[src/rtl/uart_tx_arbiter.sv]
// rtl/uart_tx_arbiter.sv - packet-granular round-robin arbiter sharing one UART TX byte path
module uart_tx_arbiter #(
  parameter  int NUM_REQ        = 2,
  parameter  int DATA_W         = 8,
  parameter  int TIMEOUT_CYCLES = 0,
  localparam int GID_W          = (NUM_REQ > 1) ? $clog2(NUM_REQ) : 1
) (
  input  logic                      clk,
  input  logic                      rst,
  input  logic [NUM_REQ-1:0]        s_valid,
  input  logic [NUM_REQ*DATA_W-1:0] s_data,
  input  logic [NUM_REQ-1:0]        s_last,
  output logic [NUM_REQ-1:0]        s_ready,
  output logic                      m_valid,
  output logic [DATA_W-1:0]         m_data,
  input  logic                      m_ready,
  output logic                      busy,
  output logic [GID_W-1:0]          grant_id,
  output logic                      timeout_pulse
);

  localparam logic [0:0] ST_IDLE  = 1'b0;
  localparam logic [0:0] ST_GRANT = 1'b1;

  // Counter only needs to hold TIMEOUT_CYCLES-1; expiry is detected one step early.
  localparam int CNT_W = (TIMEOUT_CYCLES > 1) ? $clog2(TIMEOUT_CYCLES) : 1;
  localparam logic [CNT_W-1:0] CNT_MAX    = CNT_W'(TIMEOUT_CYCLES - 1);
  localparam logic [GID_W:0]   NREQ_W     = (GID_W + 1)'(NUM_REQ);
  localparam logic [GID_W-1:0] LAST_RESET = GID_W'(NUM_REQ - 1);

  logic [0:0]       state_q, state_d;
  logic [GID_W-1:0] grant_q, grant_d;
  logic [GID_W-1:0] last_grant_q, last_grant_d;
  logic [CNT_W-1:0] cnt_q, cnt_d;
  logic             pulse_q, pulse_d;

  logic             pick_found;
  logic [GID_W-1:0] pick_id;
  logic [GID_W:0]   cand;
  logic             sel_valid;
  logic             sel_last;
  logic [DATA_W-1:0] sel_data;
  logic             in_grant;

  assign in_grant      = (state_q == ST_GRANT);
  assign busy          = in_grant;
  assign grant_id      = grant_q;
  assign timeout_pulse = pulse_q;

  // Round-robin pick: first valid requester after last_grant, wrapping modulo NUM_REQ.
  always_comb begin
    pick_found = 1'b0;
    pick_id    = '0;
    cand       = '0;
    for (int k = 1; k <= NUM_REQ; k++) begin
      cand = {1'b0, last_grant_q} + (GID_W + 1)'(k);
      if (cand >= NREQ_W) cand = cand - NREQ_W;
      for (int j = 0; j < NUM_REQ; j++) begin
        if (!pick_found && s_valid[j] && (cand == (GID_W + 1)'(j))) begin
          pick_found = 1'b1;
          pick_id    = GID_W'(j);
        end
      end
    end
  end

  // Select the granted requester's stream and steer m_ready back only to it.
  always_comb begin
    sel_valid = 1'b0;
    sel_last  = 1'b0;
    sel_data  = '0;
    s_ready   = '0;
    for (int j = 0; j < NUM_REQ; j++) begin
      if (grant_q == GID_W'(j)) begin
        sel_valid  = s_valid[j];
        sel_last   = s_last[j];
        sel_data   = s_data[j*DATA_W +: DATA_W];
        s_ready[j] = in_grant & m_ready;
      end
    end
    m_valid = in_grant & sel_valid;
    m_data  = sel_data;
  end

  // Next-state: grant on arbitration, release on last beat or watchdog expiry.
  always_comb begin
    state_d      = state_q;
    grant_d      = grant_q;
    last_grant_d = last_grant_q;
    cnt_d        = cnt_q;
    pulse_d      = 1'b0;
    if (state_q == ST_IDLE) begin
      cnt_d = '0;
      if (pick_found) begin
        state_d      = ST_GRANT;
        grant_d      = pick_id;
        last_grant_d = pick_id;
      end
    end else begin
      if (sel_valid) begin
        // A stalled UART with data pending is not a requester stall.
        cnt_d = '0;
        if (m_ready && sel_last) state_d = ST_IDLE;
      end else if (TIMEOUT_CYCLES > 0) begin
        if (cnt_q == CNT_MAX) begin
          state_d = ST_IDLE;
          pulse_d = 1'b1;
          cnt_d   = '0;
        end else begin
          cnt_d = cnt_q + 1'b1;
        end
      end
    end
  end

  // State registers; reset drops any grant immediately.
  always_ff @(posedge clk or posedge rst) begin
    if (rst) begin
      state_q      <= ST_IDLE;
      grant_q      <= '0;
      last_grant_q <= LAST_RESET;
      cnt_q        <= '0;
      pulse_q      <= 1'b0;
    end else begin
      state_q      <= state_d;
      grant_q      <= grant_d;
      last_grant_q <= last_grant_d;
      cnt_q        <= cnt_d;
      pulse_q      <= pulse_d;
    end
  end

endmodule

[config.mk]
export PLATFORM = sky130hd
export DESIGN_NAME = uart_tx_arbiter
export DESIGN_NICKNAME = d
export VERILOG_FILES = /design/src/rtl/uart_tx_arbiter.sv
export SDC_FILE = /design/constraint.sdc
export NUM_CORES = 1
export LEC_CHECK = 0
export ABC_AREA = 1
export ABC_CLOCK_PERIOD_IN_PS = 1920
export CORE_AREA = 2 2 39 41
export DETAILED_ROUTE_END_ITERATION = 6
export DIE_AREA = 0 0 41 43
export GPL_TIMING_DRIVEN = 0
export PLACE_DENSITY = 0.72
export SLEW_MARGIN = 20
export SYNTH_ARGS = -nofsm -noshare
export SYNTH_HDL_FRONTEND = slang
export SYNTH_SLANG_ARGS = --single-unit
[constraint.sdc]
create_clock -name clk -period 1.92 [get_ports clk]
set_input_delay 0.288 -clock clk [delete_from_list [all_inputs] [get_ports clk]]
set_output_delay 0.288 -clock clk [all_outputs]
set_load 0.005 [all_outputs]
Word level (Yosys, flattened, before mapping):

Index checks and enable logic that the tools add are counted.

* output and inout port bits: 14
* bits in registers: 3
* bits of input ports: 23
* word-level logic and storage cells: 46

* $lt $le $gt $ge: 2
* $add $sub $neg: 4
* multiplexer cells: 18
* eq/ne operators: 2
* reductions and logical operators: 14
* bitwise operators: 3

Operator list (number)
* 1-bit two-way mux: 15
* 1-bit logical AND: 8
* 8-bit two-way mux: 1
* 2-bit by 1-bit equality test with 1-bit output, second input constant: 2
* 2-bit greater-or-equal comparator, second input constant: 2
* 2-bit zero test: 2
* 2-bit two-way mux: 2
* 2-bit subtractor, second input constant: 2
* 1-bit zero test: 3
* 1-bit by 1-bit adder with 2-bit output, second input constant: 1
* 1-bit by 2-bit adder with 2-bit output, second input constant: 1
* 1-bit AND: 2
* 2-bit AND reduction: 1
* 1-bit inverter: 1

Longest topological paths before layout:

* depth after elaboration: 20
* mapped depth: 6
* depth with buffers taken out: 6

Worst setup path after synthesis:

Ideal clock, no wire load.

* path kind: register to output
* start: register grant_q (netlist: grant_id)
* end: output port s_ready[1]
* required time: 1632 ps
* cell stages (with the launch flop): 4
* buffers on the path: 1
* setup slack: 857 ps
* data arrival time: 775 ps
* cell sequence: dfrtp_1 > inv_1 > buf_6 > nor3_4

* longest elaborated chain between the ends: 1

Ends and longest elaborated chain
* from (decl): line 32 `logic [GID_W-1:0] grant_q, grant_d;`
* from (signal assigned): line 126 `grant_q <= grant_d;`
* 1-bit two-way mux: line 74 `if (grant_q == GID_W'(j)) begin`
* to (decl): line 13 `output logic [NUM_REQ-1:0] s_ready,`

No other way between the ends.

Final worst setup path:

Ends and elaborated chain as after synthesis.

==> impl_metrics.csv <==
group,metric,value,unit
sta,setup_viol,0,
cts,clock_sinks,3,
power_and_ir_drop,power,0.822,mW
critical_path,timing.setup.critical_path_class,"flop to output port",
critical_path,path_cells,"inv_1 > buf_6 > nor3_4 > clkdlybuf4s50_1",
hold_path,hp-class,"input pin to asynchronous set/reset pin",
cells_and_area,sequential_cell_area,76.3,um^2
sta,rsz_0062_raised_after_global_routing,"no",
critical_path,timing.critical_path.from_type,"flop",
cts,tritoncts.num_buffers,3,
sta,setup_tns_final,0,ns
cts,clock_tree.root_cell,"sky130_fd_sc_hd__clkbuf_4",
floorplanning,design.die.area,1760,um^2
place,gpl.final_weighted_congestion,0.688,
sta,slew_viol_final,0,
cells_and_area,utilization,51.7,%
cells_and_area,filler_cell_count,143,
synthesis,ys_seq_elements,3,
grt,grt_max_degree,11,
critical_path,timing.critical_path.slowest_stage_cell,"sky130_fd_sc_hd__clkdlybuf4s50_1",
cells_and_area,total_area_of_multi_input_combinational_cells,186,um^2
place,placement.cell_area,682,um^2
drt,viasPerCell,4.06,
power_and_ir_drop,power_per_cell_area,1150,nW/um^2
critical_path,cp_data_arrival_time,1.53,ns
drt,wirelength,899,um
sta,maxClockFrequency,549,MHz
place,detailedPlacementHpwl,749,um
floorplanning,initial_core_util,22.5,%
critical_path,critical_path.endpoint_type,"output port",
sta,finalWorstPathRequiredPeriod,1.82,ns
synthesis,syn-num-nets,78,
drt,wl_per_cell,8.10,um
cts,cts_tree,"built",
floorplanning,die_h,43,um
floorplanning,die_w,41,um
grt,grt_first_pass_wirelength,1340,um
grt,first_global_vias,379,
synthesis,netlist-cell-type-count,14,
cells_and_area,area_growth_syn_to_layout,130,%
cts,clock_latency,0.23,ns
drt,drt_iter0_markers,4,
power_and_ir_drop,leakage,0.353,nW
drt,drc_errors,0,
power_and_ir_drop,vdd.ir_drop.worst,0.000578,V
synthesis,synthesis.yosys.warnings,0,
critical_path,critPathMaxStageDelay,0.52,ns
cells_and_area,layout-drive-gt1-share,10.5,%
synthesis,synth.avg_cell_area,5.66,um^2
cells_and_area,post-route-cell-area,716,um^2
critical_path,worst-endpoint-required,1.63,ns
floorplanning,fp.coreArea,1380,um^2
run,max-cap-violations,0,
grt,grtUsageTotal,11.6,%
critical_path,worst-path-max-fanout,10,
cells_and_area,nets,119,
place,io_buffers,35,
drt,drt-pass1-iter-count,4,
floorplanning,floorplan.io_pins,37,
drt,detail-route-antenna-nets,0,
sta,whs,0.232,ns
synthesis,synth_area,312,um^2
cts,postCtsHoldBufs,0,
cts,cts.clk_slew.worst_paths,0.04,ns
sta,clock_skew,0.00188,ns
cts,clockBufferDepth,2,
cts,cts.htree.levels,1,
sta,hold_viol,0,
synthesis,postSynthCellCount,55,
drt,routed-via-count,451,
status,outcome,"finished clean",
cells_and_area,antenna_cells,0,
grt,number_of_antenna_violations_at_the_first_check_in_global_routing,0,
sta,finalCritPeriodShare,94.9,%
synthesis,synth.yosys.seq_area_share,24.5,%
grt,grt_overflow,0,
floorplanning,row_count,14,
critical_path,ff2ff_setup_slack,1.01,ns
[cells in the mapped netlist]
library cell               n  area share (%)
sky130_fd_sc_hd__inv_1     5             6.0
sky130_fd_sc_hd__buf_4     1             2.4
sky130_fd_sc_hd__a21oi_1   1             1.6
sky130_fd_sc_hd__nor2_1    2             2.4
sky130_fd_sc_hd__dfrtp_1   2              16
sky130_fd_sc_hd__o21ai_1   1             1.6
sky130_fd_sc_hd__nor3_4    1             5.2
sky130_fd_sc_hd__nand2_1  34              41
sky130_fd_sc_hd__dfstp_2   1             8.4
sky130_fd_sc_hd__buf_6     2             7.2
sky130_fd_sc_hd__nor3_1    1             1.6
sky130_fd_sc_hd__nand2_2   1             2.0
sky130_fd_sc_hd__nand3_1   2             3.2
sky130_fd_sc_hd__conb_1    1             1.2
[critical path: cells and delay by family (launching register included)]
family        cells  cell delay [ns]
buf+inv           3             0.76
flops             1             0.37
simple gates      1             0.16
[cell families (layout without fill, tap and decap cells)]
family / after synthesis / after routing / share of synthesized area, %
buffers and inverters: 8 / 48 / 15.7
flip-flops: 3 / 3 / 24.5
AO/OA/AOI/OAI: 2 / 2 / 3.21
AND/OR/NAND/NOR: 41 / 41 / 55.4
other: 1 / 1 / 1.20
[power by group]
part / internal, mW / total [mW] / switching, mW
sequential: 0.103 / 0.129 / 0.0263
combinational: 0.347 / 0.581 / 0.234
clock: 0.0779 / 0.111 / 0.0334
[final timing paths]
kind / from / to / depth (start not counted)
worst max-delay path: grant_id / s_ready[1] / 4
worst min-delay path: rst / grant_id / 2
worst max register to register: grant_id / busy / 6
worst min register to register: last_grant_q / last_grant_q / 2
max in group asynchronous: rst / last_grant_q / 2
min in group clk: last_grant_q / last_grant_q / 2
[per-stage QoR]
| stage | cells | worst slack, ns |
|---|---|---|
| global route | 111 | 0.00724 |
| finish | 111 | 0.0972 |
| detailed placement | 106 | 0.119 |
| floorplan | 55 | 0.857 |
| CTS | 110 | 0.0374 |
| global placement | 106 | 0.104 |
[flip-flops by register name (all words and copies together) (netlist names)]
name and flops:
busy 1, grant_id 1, last_grant_q 1
[timing repair]
item | 4_1_cts | 5_1_grt
setup buffers | 0 | 1
resized for setup | 0 | 0
hold endpoints to repair | 0 | 0
endpoints found under the setup margin | 0 | 5
[cells in the final DEF (no fill, tap or decap), types with 2 or more instances in the layout]
| cell type | n |
|---|---|
| sky130_fd_sc_hd__clkbuf_4 | 3 |
| sky130_fd_sc_hd__dfrtp_1 | 2 |
| sky130_fd_sc_hd__buf_6 | 2 |
| sky130_fd_sc_hd__nand2_1 | 34 |
| sky130_fd_sc_hd__nor2_1 | 2 |
| sky130_fd_sc_hd__buf_4 | 2 |
| sky130_fd_sc_hd__inv_1 | 5 |
| sky130_fd_sc_hd__nand3_1 | 2 |
| sky130_fd_sc_hd__clkdlybuf4s50_1 | 35 |
[cell type report]
cell class | count | area share [%]
inverters | 5 | 2.62
multi-input cells | 44 | 26.0
clock buffers | 4 | 3.67
plain buffers | 3 | 4.20
well taps | 16 | 2.80
repair buffers | 36 | 50.0
flip-flops and latches | 3 | 10.7
[layer usage]
metal	vias to the layer above	share of wire [%]	GRT usage, %
li1	241	-	-
met1	178	36	11.0
met2	28	46	18.1
met3	4	16	4.19
met4	0	2.0	10.0
met5	-	0	0
Note: power is estimated with default switching activity, not from simulation.
==> patch 1 (same settings) <==
Change the parameter `DATA_W` from 8 to 10.
--- a/src/rtl/uart_tx_arbiter.sv
+++ b/src/rtl/uart_tx_arbiter.sv
@@ -3,3 +3,3 @@
   parameter  int NUM_REQ        = 2,
-  parameter  int DATA_W         = 8,
+  parameter  int DATA_W         = 10,
   parameter  int TIMEOUT_CYCLES = 0,
Interface: changed (resized m_data and s_data); port bits go from 37 to 43. No check against the original RTL was run, so the function may have changed too.
==> patch 1 against the original RTL <==
Sequential power up 11%; clock skew up 2.2 ps; sequential share of layout area down 0.65 points; wire length up 18%; cell area up 8.2%; synthesized area down 1.2%; sequential cell count unchanged; clock power down 4%; setup slack better by 13 ps; total power up 3.6%; worst hold slack worse by 8.9 ps; first-iteration DRC count down 100%; critical endpoint is now m_data[2]; largest cell class unchanged; highest routed layer is now met3.
==> patch 1: results (changes against the original RTL) <==
Power and ir drop
  – Clock power share: 12.6% (was 13.5%)
  – Pint: 0.5445 mW (was 0.5282 mW)
  – Peak supply drop: 549.7 uV (was 578.2 uV)
  – Switch share: 36.02% (was 35.74%)
  – Comb pwr: 0.601 mW (was 0.581 mW)
  – LEAKAGE: 0.3829 nW (was 0.3534 nW)

Placed design
  – Place WS: 120.8 ps (was 118.6 ps)
  – I/O Buffers: 41 (was 35)
  – Placer Congestion: 0.7058 (was 0.6875)
  – Post-placement cell area: 738.2 um^2 (was 681.9 um^2)
  – Hpwl dp: 891 um (was 749 um)

STA
  – Skew final: 4.050 ps (was 1.880 ps)
  – Final WS setup: 110.0 ps (was 97.19 ps)

GRT
  – GRT Resource Usage Total: 13.17% (was 11.56%)
  – Vias in the first global route: 460 (was 379)
  – Largest net degree at the start of global routing: 11 (unchanged)
  – Initial antenna violation count: 0 (unchanged)
  – First-pass GRT wire length: 1614 um (was 1338 um)

Hold path
  – Min-Delay Path Class: input port to async pin (unchanged)

Logic synthesis
  – Post-synth top cells: 41 x nand2_1, 4 x inv_1 (was 34 x nand2_1, 5 x inv_1)
  – Synth warn: 0 (unchanged)
  – Post-Syn Nets: 88 (was 78)
  – Synth Flop Type: dfrtp_1 (unchanged)
  – Compound-gate portion of the synthesized area: 3.252% (was 3.213%)
  – Synth Area in Adders: 0% (unchanged)
  – Synth unique cells: 13 (was 14)
  – Largest cells by area after synthesis: nand2_1 50%, dfrtp_1 16%, dfstp_2 8.5% (was nand2_1 41%, dfrtp_1 16%, dfstp_2 8.4%)
  – Post-synth ARST share: 100.0% (unchanged)
  – Register area share after synthesis: 24.80% (was 24.50%)
  – Post-Synth XOR/XNOR Area: 0% (unchanged)

Final layout
  – Nets: 134 (was 119)
  – Layout cell share with drive strength beyond 1: 8.491% (was 10.53%)

Setup path
  – Worst reg-to-reg setup slack: 960 ps (was 1010 ps)
  – Crit path from: grant_id$_DFFE_PP0P_ (unchanged)
  – Critical Path AT: 1520 ps
  – Crit-path max cell delay: 500 ps (was 520 ps)
  – RR Endpoint: busy$_DFF_PP0_ (unchanged)
  – Reg2Reg Depth: 6 (unchanged)
  – CP max stage cell: clkdlybuf4s50_1 (unchanged)
  – CP endpoint: m_data[2] (was s_ready[1])
  – CP delay by family, top: buffers and inverters (unchanged)

Status
  – Status: complete, no violations (unchanged)

CTS
  – Bufs on Longest Clock Path: 2 (unchanged)
  – Clock Latency Late Sink: 230 ps (about the same)
  – Inserted Clock Buffers: 3 (unchanged)

Detailed routing
  – Via density: 4.164 (was 4.063)
  – Routed WL: 1061 um (was 899 um)
  – 1st-pass router iterations: 1 (was 4)
  – Detailed Route Iter0 Violations: 0 (was 4)
patch 1: through the flow:
stage,cells,hold slack (ps)
global route,122,207.8
finish,122,222.8
floorplan,61,40.92
CTS,122,218.1
detailed placement,118,460.0
global placement,118,458.4
patch 1: layer usage:
layer,global-route usage (%),wire (um)
met5,0,0
met4,4.000,0
met3,4.712,142
met2,25.62,543
met1,10.97,375
patch 1: cell families after synthesis:
group	Yosys count
flip-flops	3
other	1
buffers and inverters	8
AND/OR/NAND/NOR	47
AO/OA/AOI/OAI	2
patch 1: cell type report:
type,instances,area [um^2]
Buffer,3,26.28
Inverter,5,18.77
Fill cell,153,609.3
Tap cell,16,20.02
Timing Repair Buffer,41,410.4
Multi-Input combinational cell,50,195.2
Clock buffer,4,26.28
Sequential cell,3,77.57
patch 1: how the worst min path moves through the flow:
stage | start | to | slack [ps] | cells past startpoint
final | rst | grant_id$_DFFE_PP0P_ | 220 | 2
after global routing | rst | grant_id$_DFFE_PP0P_ | 210 | 2
after CTS | rst | grant_id$_DFFE_PP0P_ | 220 | 2
after detailed placement | rst | grant_id$_DFFE_PP0P_ | 460 | 2
after global placement | rst | busy$_DFF_PP0_ | 460 | 2
after floorplan | rst | busy$_DFF_PP0_ | 40 | 1
patch 1: timing repair:
action	4_1_cts	5_1_grt
buffers inserted	0	0
hold endpoints to repair	0	0
cloned	0	0
gates resized for setup	1	3
endpoints found under the setup margin	2	10
pin swaps	0	0
patch 1: worst reg2reg max path: cells and delay by family (launching register included):
kind / cells / cell delay (ps)
buf+inv: 1 / 110
simple gates: 5 / 310
flops: 1 / 440
==> patch 2 (same flow settings) <==
Made on the original files. Make the reset (`rst`) synchronous in one clocked block.
--- a/src/rtl/uart_tx_arbiter.sv
+++ b/src/rtl/uart_tx_arbiter.sv
@@ -116,3 +116,3 @@
   // State registers; reset drops any grant immediately.
-  always_ff @(posedge clk or posedge rst) begin
+  always_ff @(posedge clk) begin
     if (rst) begin
Behaviour: differs if rst is asserted again (counterexample within 4 cycles, from zero or initial values and one cycle with rst high); with rst held inactive, the same outputs for 10 cycles.
==> patch 2 against the original RTL <==
Setup slack better by 56 ps; wire length up 4.0%; cell area down 4.0%; utilization down 2.1 points; synthesized cell count up 5.5%; sequential share of layout area down 1.9 points; global-route usage up 1.6 points; highest routed layer unchanged; sequential cell count unchanged; synthesized area down 7.6%.
Power is not compared: it rests on default switching activity, and its combinational part moved more than twofold at a synthesized area within 25%.
==> patch 2: results (changes against the original RTL) <==
Placed design
  – Post-placement cell area: 658.1 um^2 (was 681.9 um^2)
  – Place WS: 65.91 ps (was 118.6 ps)
  – Placer Congestion: 0.6880 (was 0.6875)

Final layout
  – Nets: 121 (was 119)
  – Signal buffers: 37 (was 39)
  – Inverters: 8 (was 5)
  – Fraction of area in multi-input gates: 26.05% (about the same)
  – Area grow syn2layout: 138.7% (was 129.7%)
  – NonClk Buf Share: 54.10% (was 54.20%)
  – Multi-input gates: 45 (was 44)
  – Clk tree area frac: 3.825% (was 3.671%)
  – Fraction of area in registers: 8.743% (was 10.66%)

Setup path
  – Crit path from: grant_id$_SDFFE_PP0P_ (was grant_id$_DFFE_PP0P_)
  – Reg2Reg Depth: 5 (was 6)
  – Worst reg-to-reg setup slack: 940 ps (was 1010 ps)
  – RR Endpoint: busy$_SDFF_PP0_ (was busy$_DFF_PP0_)

Detailed routing
  – WL/cell: 8.274 um (was 8.099 um)
  – Detailed Route Iter0 Violations: 2 (was 4)
  – Routed WL: 935 um (was 899 um)

Logic synthesis
  – Post-synth ARST share: 0% (was 100.0%)
  – Post-synth top cells: 32 x nand2_1, 7 x inv_1, 5 x nor2_1 (was 34 x nand2_1, 5 x inv_1)
  – Synthesized area per cell: 4.962 um^2 (was 5.665 um^2)
  – Post-Syn Nets: 81 (was 78)
  – Largest cells by area after synthesis: nand2_1 42%, dfxtp_1 21%, inv_1 9.1% (was nand2_1 41%, dfrtp_1 16%, dfstp_2 8.4%)
  – Synth Flop Type: dfxtp_1 (was dfrtp_1)
  – Synth unique cells: 12 (was 14)

Hold path
  – Min-Delay Path Class: flop to flop (was input port to async pin)

STA
  – FMAX: 565.8 MHz (was 548.6 MHz)
  – Fin Hold WS: 459.9 ps (was 231.7 ps)

Status
  – Status: complete, no violations (unchanged)

GRT
  – Vias in the first global route: 429 (was 379)
-- patch 2: cell types whose count changed after synthesis, moves of 2 or more --
| cell | delta |
|---|---|
| nand2_1 | -2 |
| o21ai_0 | +2 |
| dfxtp_1 | +3 |
| inv_1 | +2 |
| nor2_1 | +3 |
| dfrtp_1 | -2 |
-- patch 2: metal layers --
metal | up-vias | track usage (%) | wire, um
met3 | 2 | 4.712 | 139
met2 | 26 | 20.94 | 429
met4 | 0 | 8.000 | 5
li1 | 247 | - | -
met5 | - | 0 | 0
met1 | 177 | 13.74 | 361
-- patch 2: logic make-up after synthesis --
group | Yosys count | synth area share [%]
other | 1 | 1.303
and+or+nand+nor | 41 | 55.65
buffers and inverters | 10 | 16.96
AOI/OAI and AO/OA | 3 | 5.216
DFF | 3 | 20.87
-- patch 2: worst register-to-register path, stage by stage (launching register included) --
cell and delay [ps]:
dfxtp_1 450, inv_2 150, nand2_2 80, nand3_1 70, nor2_1 80, nor2_1 40
